`config.mk`:
```
export PLATFORM = sky130hd
export DESIGN_NAME = fifo_wr_arbiter
export DESIGN_NICKNAME = d
export VERILOG_FILES = /design/src/rtl/fifo_wr_arbiter.sv
export SDC_FILE = /design/constraint.sdc
export NUM_CORES = 1
export LEC_CHECK = 0
export ABC_CLOCK_PERIOD_IN_PS = 1430
export BUFFER_PORTS_ARGS = -buffer_cell sky130_fd_sc_hd__clkbuf_2
export CORE_UTILIZATION = 36
export CTS_CLUSTER_DIAMETER = 100
export DETAILED_ROUTE_END_ITERATION = 10
export GPL_TIMING_DRIVEN = 0
export HOLD_SLACK_MARGIN = 0.08
export PLACE_DENSITY = 0.75
export SYNTH_ARGS = -nofsm -noshare
export SYNTH_HDL_FRONTEND = slang
export SYNTH_SLANG_ARGS = --single-unit
```
`constraint.sdc`:
```
create_clock -name wclk -period 1.43 [get_ports wclk]
set_input_delay 0.2145 -clock wclk [delete_from_list [all_inputs] [get_ports wclk]]
set_output_delay 0.2145 -clock wclk [all_outputs]
set_load 0.02 [all_outputs]
```
`src/rtl/fifo_wr_arbiter.sv`:
```
// Round-robin arbiter sharing one async-FIFO write port among NREQ wclk-domain producers.
// A grant lasts until the owner's last beat or MAXBURST beats. Every beat is throttled by wfull.

module fifo_wr_arb_lane #(
  parameter int DSIZE = 8
) (
  input  logic             gnt,
  input  logic             valid,
  input  logic [DSIZE-1:0] data,
  input  logic             en,
  output logic             ready,
  output logic [DSIZE-1:0] data_m
);
  assign ready  = gnt & valid & en;
  assign data_m = gnt ? data : '0;
endmodule

module fifo_wr_arbiter #(
  parameter int DSIZE    = 8,
  parameter int NREQ     = 4,
  parameter int MAXBURST = 4
) (
  input  logic                  wclk,
  input  logic                  wrst_n,
  input  logic [NREQ-1:0]       req_valid,
  input  logic [NREQ-1:0]       req_last,
  input  logic [NREQ*DSIZE-1:0] req_data,
  output logic [NREQ-1:0]       req_ready,
  input  logic                  wfull,
  output logic                  winc,
  output logic [DSIZE-1:0]      wdata,
  output logic [NREQ-1:0]       gnt,
  output logic                  busy
);
  localparam int PW = (NREQ > 1) ? $clog2(NREQ) : 1;
  localparam int CW = $clog2(MAXBURST + 1);

  typedef enum logic {IDLE, BUSY} state_t;

  state_t          state_q, state_d;
  logic [NREQ-1:0] gnt_q, gnt_d;
  logic [PW-1:0]   rr_ptr_q, rr_ptr_d;
  logic [CW-1:0]   beat_cnt_q, beat_cnt_d;

  logic                       pick_vld;
  logic [PW-1:0]              pick_idx;
  logic [PW-1:0]              gidx;
  logic                       g_last;
  logic                       lane_en;
  logic [NREQ-1:0][DSIZE-1:0] lane_data;

  function automatic logic [PW-1:0] wrap_idx(input int v);
    return PW'((v >= NREQ) ? v - NREQ : v);
  endfunction

  // Gating with wrst_n keeps a beat from being written in the cycle reset is applied.
  assign busy    = (state_q == BUSY) & wrst_n;
  assign lane_en = busy & ~wfull;
  assign gnt     = gnt_q;
  assign winc    = |req_ready;
  assign g_last  = |(gnt_q & req_last);

  for (genvar i = 0; i < NREQ; i++) begin : g_lane
    fifo_wr_arb_lane #(.DSIZE(DSIZE)) u_lane (
      .gnt   (gnt_q[i]),
      .valid (req_valid[i]),
      .data  (req_data[i*DSIZE +: DSIZE]),
      .en    (lane_en),
      .ready (req_ready[i]),
      .data_m(lane_data[i])
    );
  end

  always_comb begin
    wdata = '0;
    for (int i = 0; i < NREQ; i++) wdata = wdata | lane_data[i];
  end

  // Scan from the farthest offset down so the valid requester closest to rr_ptr wins.
  always_comb begin
    pick_vld = 1'b0;
    pick_idx = '0;
    for (int k = NREQ - 1; k >= 0; k--) begin
      if (req_valid[wrap_idx(int'(rr_ptr_q) + k)]) begin
        pick_vld = 1'b1;
        pick_idx = wrap_idx(int'(rr_ptr_q) + k);
      end
    end
  end

  always_comb begin
    gidx = '0;
    for (int i = 0; i < NREQ; i++) if (gnt_q[i]) gidx = PW'(i);
  end

  always_comb begin
    state_d    = state_q;
    gnt_d      = gnt_q;
    rr_ptr_d   = rr_ptr_q;
    beat_cnt_d = beat_cnt_q;
    case (state_q)
      IDLE: begin
        if (pick_vld) begin
          gnt_d      = NREQ'(1) << pick_idx;
          beat_cnt_d = '0;
          state_d    = BUSY;
        end
      end
      BUSY: begin
        if (winc) begin
          beat_cnt_d = beat_cnt_q + CW'(1);
          if (g_last || beat_cnt_q == CW'(MAXBURST - 1)) begin
            state_d  = IDLE;
            gnt_d    = '0;
            rr_ptr_d = wrap_idx(int'(gidx) + 1);
          end
        end
      end
      default: begin
        state_d = IDLE;
        gnt_d   = '0;
      end
    endcase
  end

  always_ff @(posedge wclk) begin
    if (!wrst_n) begin
      state_q    <= IDLE;
      gnt_q      <= '0;
      rr_ptr_q   <= '0;
      beat_cnt_q <= '0;
    end else begin
      state_q    <= state_d;
      gnt_q      <= gnt_d;
      rr_ptr_q   <= rr_ptr_d;
      beat_cnt_q <= beat_cnt_d;
    end
  end
endmodule
```
==> results.md, run 1 <==
* N_diodes at 0
* Yosys warnings at 0
* Fmax at 667 MHz
* WHS at 308 ps
* CP Class: flop to flop
* Largest family of logic cells by synthesized area: compound AO/OA/AOI/OAI gates
* Synth Area in Adders at 0.0293
* Storage element area at 218 µm²
* WL/cell at 16.1 µm
* Die X at 50.7 µm
* Total core area at 2230 µm²
* Drt first pass iters at 4
* Largest net degree at the start of global routing at 11
* GP Congestion at 0.802
* Synth Net Count at 155
* Die area at 2570 µm²
* Worst-path clk slew at 60 ps
* Vias in the first global route at 1003
* Syn-to-layout area delta at 81.8%
* CP peak stage delay at 380 ps
* Slew Limit Fails at 0
* Cell count after synthesis at 110
* Routed WL at 3420 µm
* DP Area at 1190 µm²
* Number of hold buffers added after CTS at 0
* Initial Util at 0.382
* Final Total Pwr at 0.857 mW
* Post-DP HPWL at 2080 µm
* Max_slew headroom at 0.636
* Area of the multi-input gates at 637 µm²
* Seq/Total Area, Yosys at 0.235
* Worst VDD drop at 0.536 mV
* Async set or reset register ratio after synthesis at 0
* Unique masters post-synth at 33
* Initial antenna violation count at 0
* Worst path bufs/invs at 2
* Max_cap viols at 0
* Max H-tree Level at 1
* Port buffer count at 60
* Final critical-path share of the clock period at 1.05
* Crit end category: flop
* Worst Path Max Fanout at 9
* Root buffer cell: clkbuf_4
* Final instance area at 1550 µm²
* Layout cells sized above 1 at 0.647
* GR Util All Layers at 0.236
* First-pass GRT wire length at 4600 µm
* Worst EP arrival at 1640 ps
* Clock Tree Buf Depth at 2
* Critical path's slowest cell: dfxtp_4
* Worst Hold Class: primary input to flop
* CTS tree: yes
* Syn Area/Cell at 7.76 µm²
* Crit start category: flop
* Initial DRC count at 27
* Post-synth EDFFs at 0
* Drt drc at 0
* Critical path required time at 1570 ps
* Failing checks: setup timing
* Predominant post-synthesis flop cell: dfxtp_1
* Placement Setup Slack at -127 ps
* I/O Pins at 61
* P_leak at 0.756 nW
* Final hold violation count at 0
* Slew @ Worst Pin at 541 ps
* Setup TNS at -405 ps
* PwrDens at 552 nW/µm²
* Crit-path cells: nand2_1 -> a41o_1 -> buf_6 -> buf_4 -> o211ai_1 -> o41ai_2
* FP Rows at 17
* Most frequent cells in the layout: clkbuf_2, buf_4, a22oi_2
* Vias at 1175
* Non-Filler Instances at 212
* Placed insts at 198
* Sink Count at 10
* Mapped cell area at 853 µm²
* Via-per-instance ratio at 5.54
* RSZ-0062 raised after global routing: true
* Clock skew at 2.33 ps
* Outcome: finished with violations
* Final setup vio count at 11
* Die Ht at 50.7 µm
* Worst skew pair latency at 260 ps
* Simple-gate share of the synthesized area at 0.235
* Compound-Gate Fraction of Synth Area at 0.367
* Final Util at 0.695
* Mux cell area share after synthesis at 0
* CP delay by family, top: compound AO/OA/AOI/OAI gates
* Nets at 231
* GRT overflow at 0
* Setup WS post-layout at -70.1 ps
* Synthesized flop and latch total at 10
* Final min period at 1500 ps
* Antenna viol nets, final at 0
* Commonest non-fill, non-tap cell in the layout: clkbuf_2
* Fillers at 176
* Num CTS Buffers at 3
* Xor/xnor cell area share of the yosys netlist at 0
-- sequential cells by signal, indices dropped and copies added (netlist names) --
signal	flops
state_q	1
rr_ptr_q	2
gnt	4
beat_cnt_q	3
-- metal layers --
metal,vias to the layer above,wire length [µm],global-route usage
met1,565,1300,0.271
li1,554,-,-
met2,46,1900,0.427
met5,-,0,0
met3,10,160,0.0545
met4,0,65,0.0741
-- cell usage after synthesis (2+ instances only) --
| cell | count | area (µm²) |
|---|---|---|
| ha_1 | 2 | 25.0 |
| o41ai_2 | 2 | 32.5 |
| o2111a_1 | 2 | 22.5 |
| dfxtp_1 | 10 | 200 |
| buf_2 | 2 | 10.0 |
| nand2_1 | 14 | 52.6 |
| o211ai_1 | 2 | 15.0 |
| nand3_1 | 3 | 15.0 |
| inv_1 | 2 | 7.51 |
| clkbuf_1 | 4 | 15.0 |
| nor3_1 | 2 | 10.0 |
| a22oi_1 | 16 | 120 |
| o21a_1 | 2 | 15.0 |
| buf_4 | 9 | 67.6 |
| nor2b_1 | 5 | 31.3 |
| a41o_1 | 3 | 30.0 |
| and2_1 | 2 | 12.5 |
| nor2_1 | 11 | 41.3 |
| o32ai_1 | 3 | 26.3 |
-- final cells by class --
| class | count | share of cell area |
|---|---|---|
| plain buffers | 14 | 0.0750 |
| well taps | 28 | 0.0226 |
| clock buffers | 3 | 0.0145 |
| inverters | 3 | 0.00887 |
| repair buffers | 73 | 0.328 |
| flip-flops and latches | 10 | 0.140 |
| multi-input cells | 81 | 0.410 |
-- path summary, 6_finish.rpt --
check | cells after the start | start | end | slack [ps]
worst max-delay path | 6 | gnt[3] | rr_ptr_q[0] | -70
worst min-delay path | 2 | wrst_n | gnt[2] | 310
worst max register to register | 6 | gnt[3] | rr_ptr_q[0] | -70
worst min register to register | 2 | beat_cnt_q[1] | beat_cnt_q[1] | 470
-- timing repair --
action	in CTS	in global routing
gates cloned	0	1
pin swaps	1	7
hold endpoints to repair	0	0
resized for setup	43	37
endpoints found under the setup margin	20	21
buffers inserted	10	2
-- kinds of logic (layout without fill, tap and decap cells) --
logic type / after synthesis / count (layout)
simple gates: 42 / 42
compound gates: 37 / 37
buf+inv: 19 / 93
flops: 10 / 10
fa+ha+maj: 2 / 2
-- power by group --
part           leakage (nW)  internal, mW  switching [mW]
Sequential           0.0848         0.283         0.00821
Clock                0.0138        0.0969          0.0894
Combinational         0.658         0.193           0.186
Total                 0.756         0.573           0.284
No activity file was read; power rests on OpenSTA's default activity.
==> run 2: changes to the inputs <==
Settings changed: SKIP_LAST_GASP set to 1.
==> run 2 against run 1 <==
Effect of this change:
- the flow still finishes with violations (setup timing)
- power increased by 0.73%
- utilization decreased by 0.67 points
- sequential share of layout area increased by 0.14 points
- hold slack got worse by 15 ps
- clock-buffer cell count unchanged
- non-clock buffer count unchanged
- routed wire length decreased by 0.76%
- register-to-register slack about the same
- highest routed layer unchanged
==> results.md, run 2 (synthesis results as in run 1) <==
* Crit end category: primary output
* Worst Hold Class: primary input to flop
* Post-DP HPWL at 2080 µm (unchanged)
* Vias in the first global route at 1003 (unchanged)
* Failing checks: setup timing
* Vias at 1165 (-0.85%)
* Layout cells sized above 1 at 0.641 (-0.00543)
* Outcome: finished with violations
* Initial DRC count at 22 (-19%)
* Initial Util at 0.382 (unchanged)
* Clock Tree Buf Depth at 2 (unchanged)
* Root buffer cell: clkbuf_4
* I/O Pins at 61 (unchanged)
* Worst VDD drop at 0.561 mV (+4.6%)
* Slew @ Worst Pin at 539 ps (-2.11 ps)
* Largest net degree at the start of global routing at 11 (unchanged)
* Die area at 2570 µm² (unchanged)
* Commonest non-fill, non-tap cell in the layout: clkbuf_2
* Logic pwr share at 0.433 (-0.010)
* Final hold violation count at 0 (unchanged)
* CP Class: flop to primary output
* GRT overflow at 0 (unchanged)
* Critical path's slowest cell: dfxtp_4
* Final setup vio count at 12 (+1)
* Placed insts at 198 (unchanged)
* Worst path bufs/invs at 3 (+1)
* Crit-path cells: nand2_1 -> a41o_1 -> buf_6 -> inv_4 -> buf_8
* Max reg flops at 4 (unchanged)
* CP delay by family, top: flip-flops
* RSZ-0062 raised after global routing: true
* Final critical-path share of the clock period at 1.06 (+0.00794)
* Critical path required time at 1220 ps (-350 ps)
* Num CTS Buffers at 3 (unchanged)
* FP Rows at 17 (unchanged)
* Switch share at 0.340 (+0.00868)
* Non-Filler Instances at 212 (unchanged)
* Syn-to-layout area delta at 80.1%
* Initial antenna violation count at 0 (unchanged)
* Slew Limit Fails at 0 (unchanged)
* Max_slew headroom at 0.637 (+0.00142)
* Worst Path Max Fanout at 5 (-4)
* Via-per-instance ratio at 5.50 (-0.85%)
* Nets at 231 (unchanged)
* Final min period at 1510 ps (+11.3 ps)
* Worst skew pair latency at 280 ps (+20 ps)
* Drt drc at 0 (unchanged)
* Most frequent cells in the layout: clkbuf_2, buf_4, a22oi_2
* Fillers at 174 (-1.1%)
* Clock share of power at 0.231 (+0.014)
* Worst-path clk slew at 60 ps (about the same)
* Sink Count at 10 (unchanged)
* GP Congestion at 0.802 (unchanged)
* N_diodes at 0 (unchanged)
* CP peak stage delay at 380 ps (about the same)
* Die Ht at 50.7 µm (unchanged)
* Clock skew at 5.57 ps (+3.25 ps)
* P_leak at 0.752 nW (-0.51%)
* Max_cap viols at 0 (unchanged)
* Antenna viol nets, final at 0 (unchanged)
* Crit start category: flop
* Total core area at 2230 µm² (unchanged)
* Fmax at 662 MHz (-0.75%)
* Drt first pass iters at 4 (unchanged)
* PwrDens at 562 nW/µm² (+1.7%)
* Port buffer count at 60 (unchanged)
* CTS tree: yes
* Net Switching at 0.294 mW (+3.4%)
* Setup WS post-layout at -81.4 ps (-11.3 ps)
* Max H-tree Level at 1 (unchanged)
* First-pass GRT wire length at 4600 µm (unchanged)
* Die X at 50.7 µm (unchanged)
* GR Util All Layers at 0.236 (unchanged)
* Worst EP arrival at 1300 ps (-340 ps)
* Sequential power share at 0.337 (-0.003)
* Internal power at 0.570 mW (-0.58%)
* Placement Setup Slack at -127 ps (unchanged)
* Routed WL at 3390 µm (-0.76%)
* WL/cell at 16.0 µm (-0.76%)
-- run 2: cell types whose count changed in the layout (fill, tap and decap cells not counted), sizes merged --
cell / previous run / this run
buf: 34 / 33
clkbuf: 56 / 57
-- run 2: metal layers --
layer  share of wire  vias to the layer above  global-route usage
met5               0                        -                   0
met4           0.026                        0              0.0741
met3           0.046                       10              0.0545
met2            0.55                       49               0.427
met1            0.38                      552               0.271
li1                -                      554                   -
-- run 2: worst paths after layout --
kind                       from             to  slack (ps)  cells after the start
setup / recovery         gnt[3]           winc         -80                      5
setup reg to reg         gnt[3]    rr_ptr_q[0]         -60                      6
hold / removal           wrst_n         gnt[3]         290                      3
hold reg to reg   beat_cnt_q[1]  beat_cnt_q[1]         470                      2
-- run 2: cell type report --
cell class / count / area [µm²] / share of cell area
buffer: 14 / 110 / 0.0717
clock buffer: 3 / 22.5 / 0.0147
inverter: 3 / 13.8 / 0.00896
multi-input combinational: 81 / 632 / 0.411
sequential: 10 / 218 / 0.142
tap: 28 / 35.0 / 0.0228
timing repair buffer: 73 / 505 / 0.329
-- run 2: worst reg2reg max path: stages, from the launching register on --
cell and delay (ps):
dfxtp_4 380, nand2_1 80, a41o_1 260, buf_6 140
buf_4 170, o211ai_1 230, o41ai_2 110
-- run 2: per-stage QoR --
stage | area [µm²] | utilization | total power [mW] | setup TNS, ps | hold slack (ps)
final | 1540 | 0.688 | 0.863 | -476 | 293
after global placement | 1190 | 0.532 | 0.547 | -257 | 461
after global routing | 1540 | 0.688 | 0.904 | -1150 | 298
after detailed placement | 1190 | 0.532 | 0.554 | -744 | 464
after CTS | 1420 | 0.634 | 0.796 | -135 | 307
after floorplan | 853 | - | 0.440 | 0 | 366
-- run 2: power groups by stage --
stage | clock network, mW | registers, mW | logic, mW
floorplan | 0 | 0.299 | 0.141
global placement | 0 | 0.301 | 0.245
detailed placement | 0 | 0.301 | 0.253
CTS | 0.193 | 0.290 | 0.312
global route | 0.218 | 0.292 | 0.393
finish | 0.199 | 0.291 | 0.373
-- run 2: repair_timing --
action / in CTS / in global routing
setup endpoints to repair: 20 / 21
buffers inserted: 10 / 2
hold buffers: 0 / 0
cloned: 0 / 1
pin swaps: 1 / 7
resized for setup: 42 / 34
hold endpoints to repair: 0 / 0
==> run 3: changes to the inputs <==
Settings changed: ABC_AREA set to 1, CORE_UTILIZATION 36 to 39, PLACE_DENSITY 0.75 to unset, PLACE_DENSITY_LB_ADDON set to 0.3, TNS_END_PERCENT set to 10.
==> run 3 against run 2 <==
Effect of this change:
- the flow still finishes with violations (setup timing)
- area after synthesis rose by 21%
- critical endpoint unchanged
- first-iteration DRC count shrank 14%
- critical path type unchanged
- power fell by 3.3%
- register-to-register slack barely moved
- combinational power decreased by 25%
- final cell count grew 31%
- synthesized cell count is 61% higher
- sequential cell count did not move
- routed wire length fell by 16%
- die area rose by 11%
==> results.md, run 3 <==
* Count leader, synth: nand2_1
* Post-synth EDFFs at 0 (unchanged)
* Slew Limit Fails at 0 (unchanged)
* RSZ-0062 raised after global routing: true
* Synth Net Count at 222 (+43%)
* CTS tree: yes
* Antenna viol nets, final at 0 (unchanged)
* Max_cap viols at 0 (unchanged)
* Total core area at 2500 µm² (+12%)
* Fmax at 627 MHz (-5.2%)
* Crit end category: primary output
* Routed WL at 2830 µm (-16%)
* Synthesized flop and latch total at 10 (unchanged)
* Worst skew pair latency at 270 ps (about the same)
* R2r setup slk at -70 ps (about the same)
* Clock skew at 6.67 ps (+1.10 ps)
* Number of hold buffers added after CTS at 0 (unchanged)
* GRT overflow at 0 (unchanged)
* Biggest area consumer among synthesized cells: nand2_1
* CP Class: flop to primary output
* Largest net degree at the start of global routing at 11 (unchanged)
* Max H-tree Level at 1 (unchanged)
* I/O Pins at 61 (unchanged)
* Drt drc at 0 (unchanged)
* Root buffer cell: clkbuf_4
* Worst VDD drop at 0.631 mV (+13%)
* Worst-path clk slew at 70 ps (about the same)
* Async set or reset register ratio after synthesis at 0 (unchanged)
* Seq/Total Area, Yosys at 0.194 (-0.0409)
* Worst EP arrival at 1380 ps (+80 ps)
* Max reg flops at 4 (unchanged)
* Max_slew headroom at 0.772 (+0.135)
* Predominant post-synthesis flop cell: dfxtp_1
* Non-Filler Instances at 278 (+31%)
* Nets at 294 (+27%)
* Commonest non-fill, non-tap cell in the layout: nand2_1
* Final min period at 1590 ps (+83.0 ps)
* WL/cell at 10.2 µm (-36%)
* Unique masters post-synth at 21 (-36%)
* Crit start category: flop
* Die X at 53.5 µm (+5.5%)
* Placed insts at 267 (+35%)
* Syn Area/Cell at 5.84 µm² (-25%)
* Post-synth top cells: nand2_1, inv_1, nand3_1, nand4_1, dfxtp_1
* Final critical-path share of the clock period at 1.12 (+0.0581)
* Mapped cell area at 1030 µm² (+21%)
* Num CTS Buffers at 3 (unchanged)
* Die Ht at 53.5 µm (+5.5%)
* Yosys warnings at 0 (unchanged)
* Syn-to-layout area delta at 50.4%
* Drt first pass iters at 4 (unchanged)
* Outcome: finished with violations
* Final Total Pwr at 0.835 mW (-3.3%)
* Sink Count at 10 (unchanged)
* Cell count after synthesis at 177 (+61%)
* PwrDens at 537 nW/µm² (-4.4%)
* Worst Path Max Fanout at 5 (unchanged)
* Slew @ Worst Pin at 342 ps (-197 ps)
* Via-per-instance ratio at 4.70 (-14%)
* Setup WS post-layout at -164 ps (-83.0 ps)
* Post-DP HPWL at 2110 µm (+1.5%)
* Port buffer count at 60 (unchanged)
* Vias in the first global route at 870 (-13%)
* FP Rows at 18 (+1)
* Initial DRC count at 19 (-14%)
* Vias at 1307 (+12%)
* First-pass GRT wire length at 3740 µm (-19%)
* Most frequent cells in the layout: nand2_1, clkbuf_2, buf_4, inv_1, nand2_2
* Synth top area share at 0.269 (+0.0342)
* Die area at 2860 µm² (+11%)
* Critical path required time at 1220 ps (about the same)
* Clock Tree Buf Depth at 2 (unchanged)
* Worst Hold Class: primary input to flop
* P_leak at 0.846 nW (+12%)
* Final hold violation count at 0 (unchanged)
* Layout cells sized above 1 at 0.476 (-0.165)
* Final setup vio count at 15 (+3)
* GP Congestion at 0.772 (-3.7%)
* N_diodes at 0 (unchanged)
* GR Util All Layers at 0.181 (-0.0553)
* Initial Util at 0.413 (+0.0313)
* Ranking of synthesized cells by area: nand2_1, dfxtp_1, nand3_1
* Initial antenna violation count at 0 (unchanged)
* Failing checks: setup timing
[run 3: changes by cell type in the layout (fill, tap and decap cells not counted), moves of 11 or more]
cell,before,now
a22oi_2,13,0
inv_1,2,15
nand2_2,2,13
nand4_1,0,11
clkbuf_2,48,60
nand2_1,12,68
[run 3: cell type report]
type | count | area, µm²
plain buffers | 13 | 106
clock buffers | 4 | 36.3
fillers | 257 | 946
inverters | 18 | 70.1
multi-input cells | 136 | 733
flip-flops and latches | 10 | 205
well taps | 30 | 37.5
repair buffers | 67 | 365
[run 3: metrics by stage]
step / area (µm²) / util / hold WS, ps / TNS, ps / setup slack (ps)
after floorplan: 1030 / - / 353 / -2.28 / -2.28
after global placement: 1370 / 0.549 / 453 / -412 / -100
after detailed placement: 1370 / 0.549 / 456 / -467 / -96.2
after CTS: 1430 / 0.572 / 204 / -1130 / -154
after global routing: 1550 / 0.622 / 201 / -2990 / -207
final: 1550 / 0.622 / 204 / -853 / -164
[run 3: critical path, cell delays in order (launching register included)]
cell and delay [ps]:
dfxtp_2 350, nand2_2 60, or2_4 260, a41oi_4 240
clkbuf_8 200
[run 3: power by group]
part           internal [mW]  switching [mW]  leakage [nW]
clock network          0.155           0.103        0.0210
logic                  0.122           0.159         0.742
registers              0.287         0.00882        0.0828
[run 3: path summary, 6_finish.rpt]
kind                            depth (start not counted)          start       endpoint
worst min register to register                          2  beat_cnt_q[2]  beat_cnt_q[2]
worst min-delay path                                    3         wrst_n  beat_cnt_q[0]
worst max-delay path                                    4        state_q           winc
worst max register to register                         11    rr_ptr_q[0]         gnt[1]
[run 3: timing repair]
action	4_1_cts	5_1_grt
gates resized for setup	5	22
setup buffers	1	6
endpoints found under the setup margin	23	23
pin swaps	2	7
[run 3: kinds of logic (layout without fill, tap and decap cells)]
logic type,after synthesis,count (layout),share of synthesized area
buffers and inverters,31,102,0.169
AOI/OAI and AO/OA,15,15,0.0944
adders and majority gates,2,2,0.0242
and+or+nand+nor,119,119,0.518
DFF,10,10,0.194
[run 3: per-layer routing]
metal | global-route usage | vias up | share of wire
li1 | - | 699 | -
met5 | 0 | - | 0
met3 | 0.0517 | 0 | 0.043
met2 | 0.285 | 34 | 0.50
met4 | 0.0132 | 0 | 0
met1 | 0.250 | 574 | 0.46
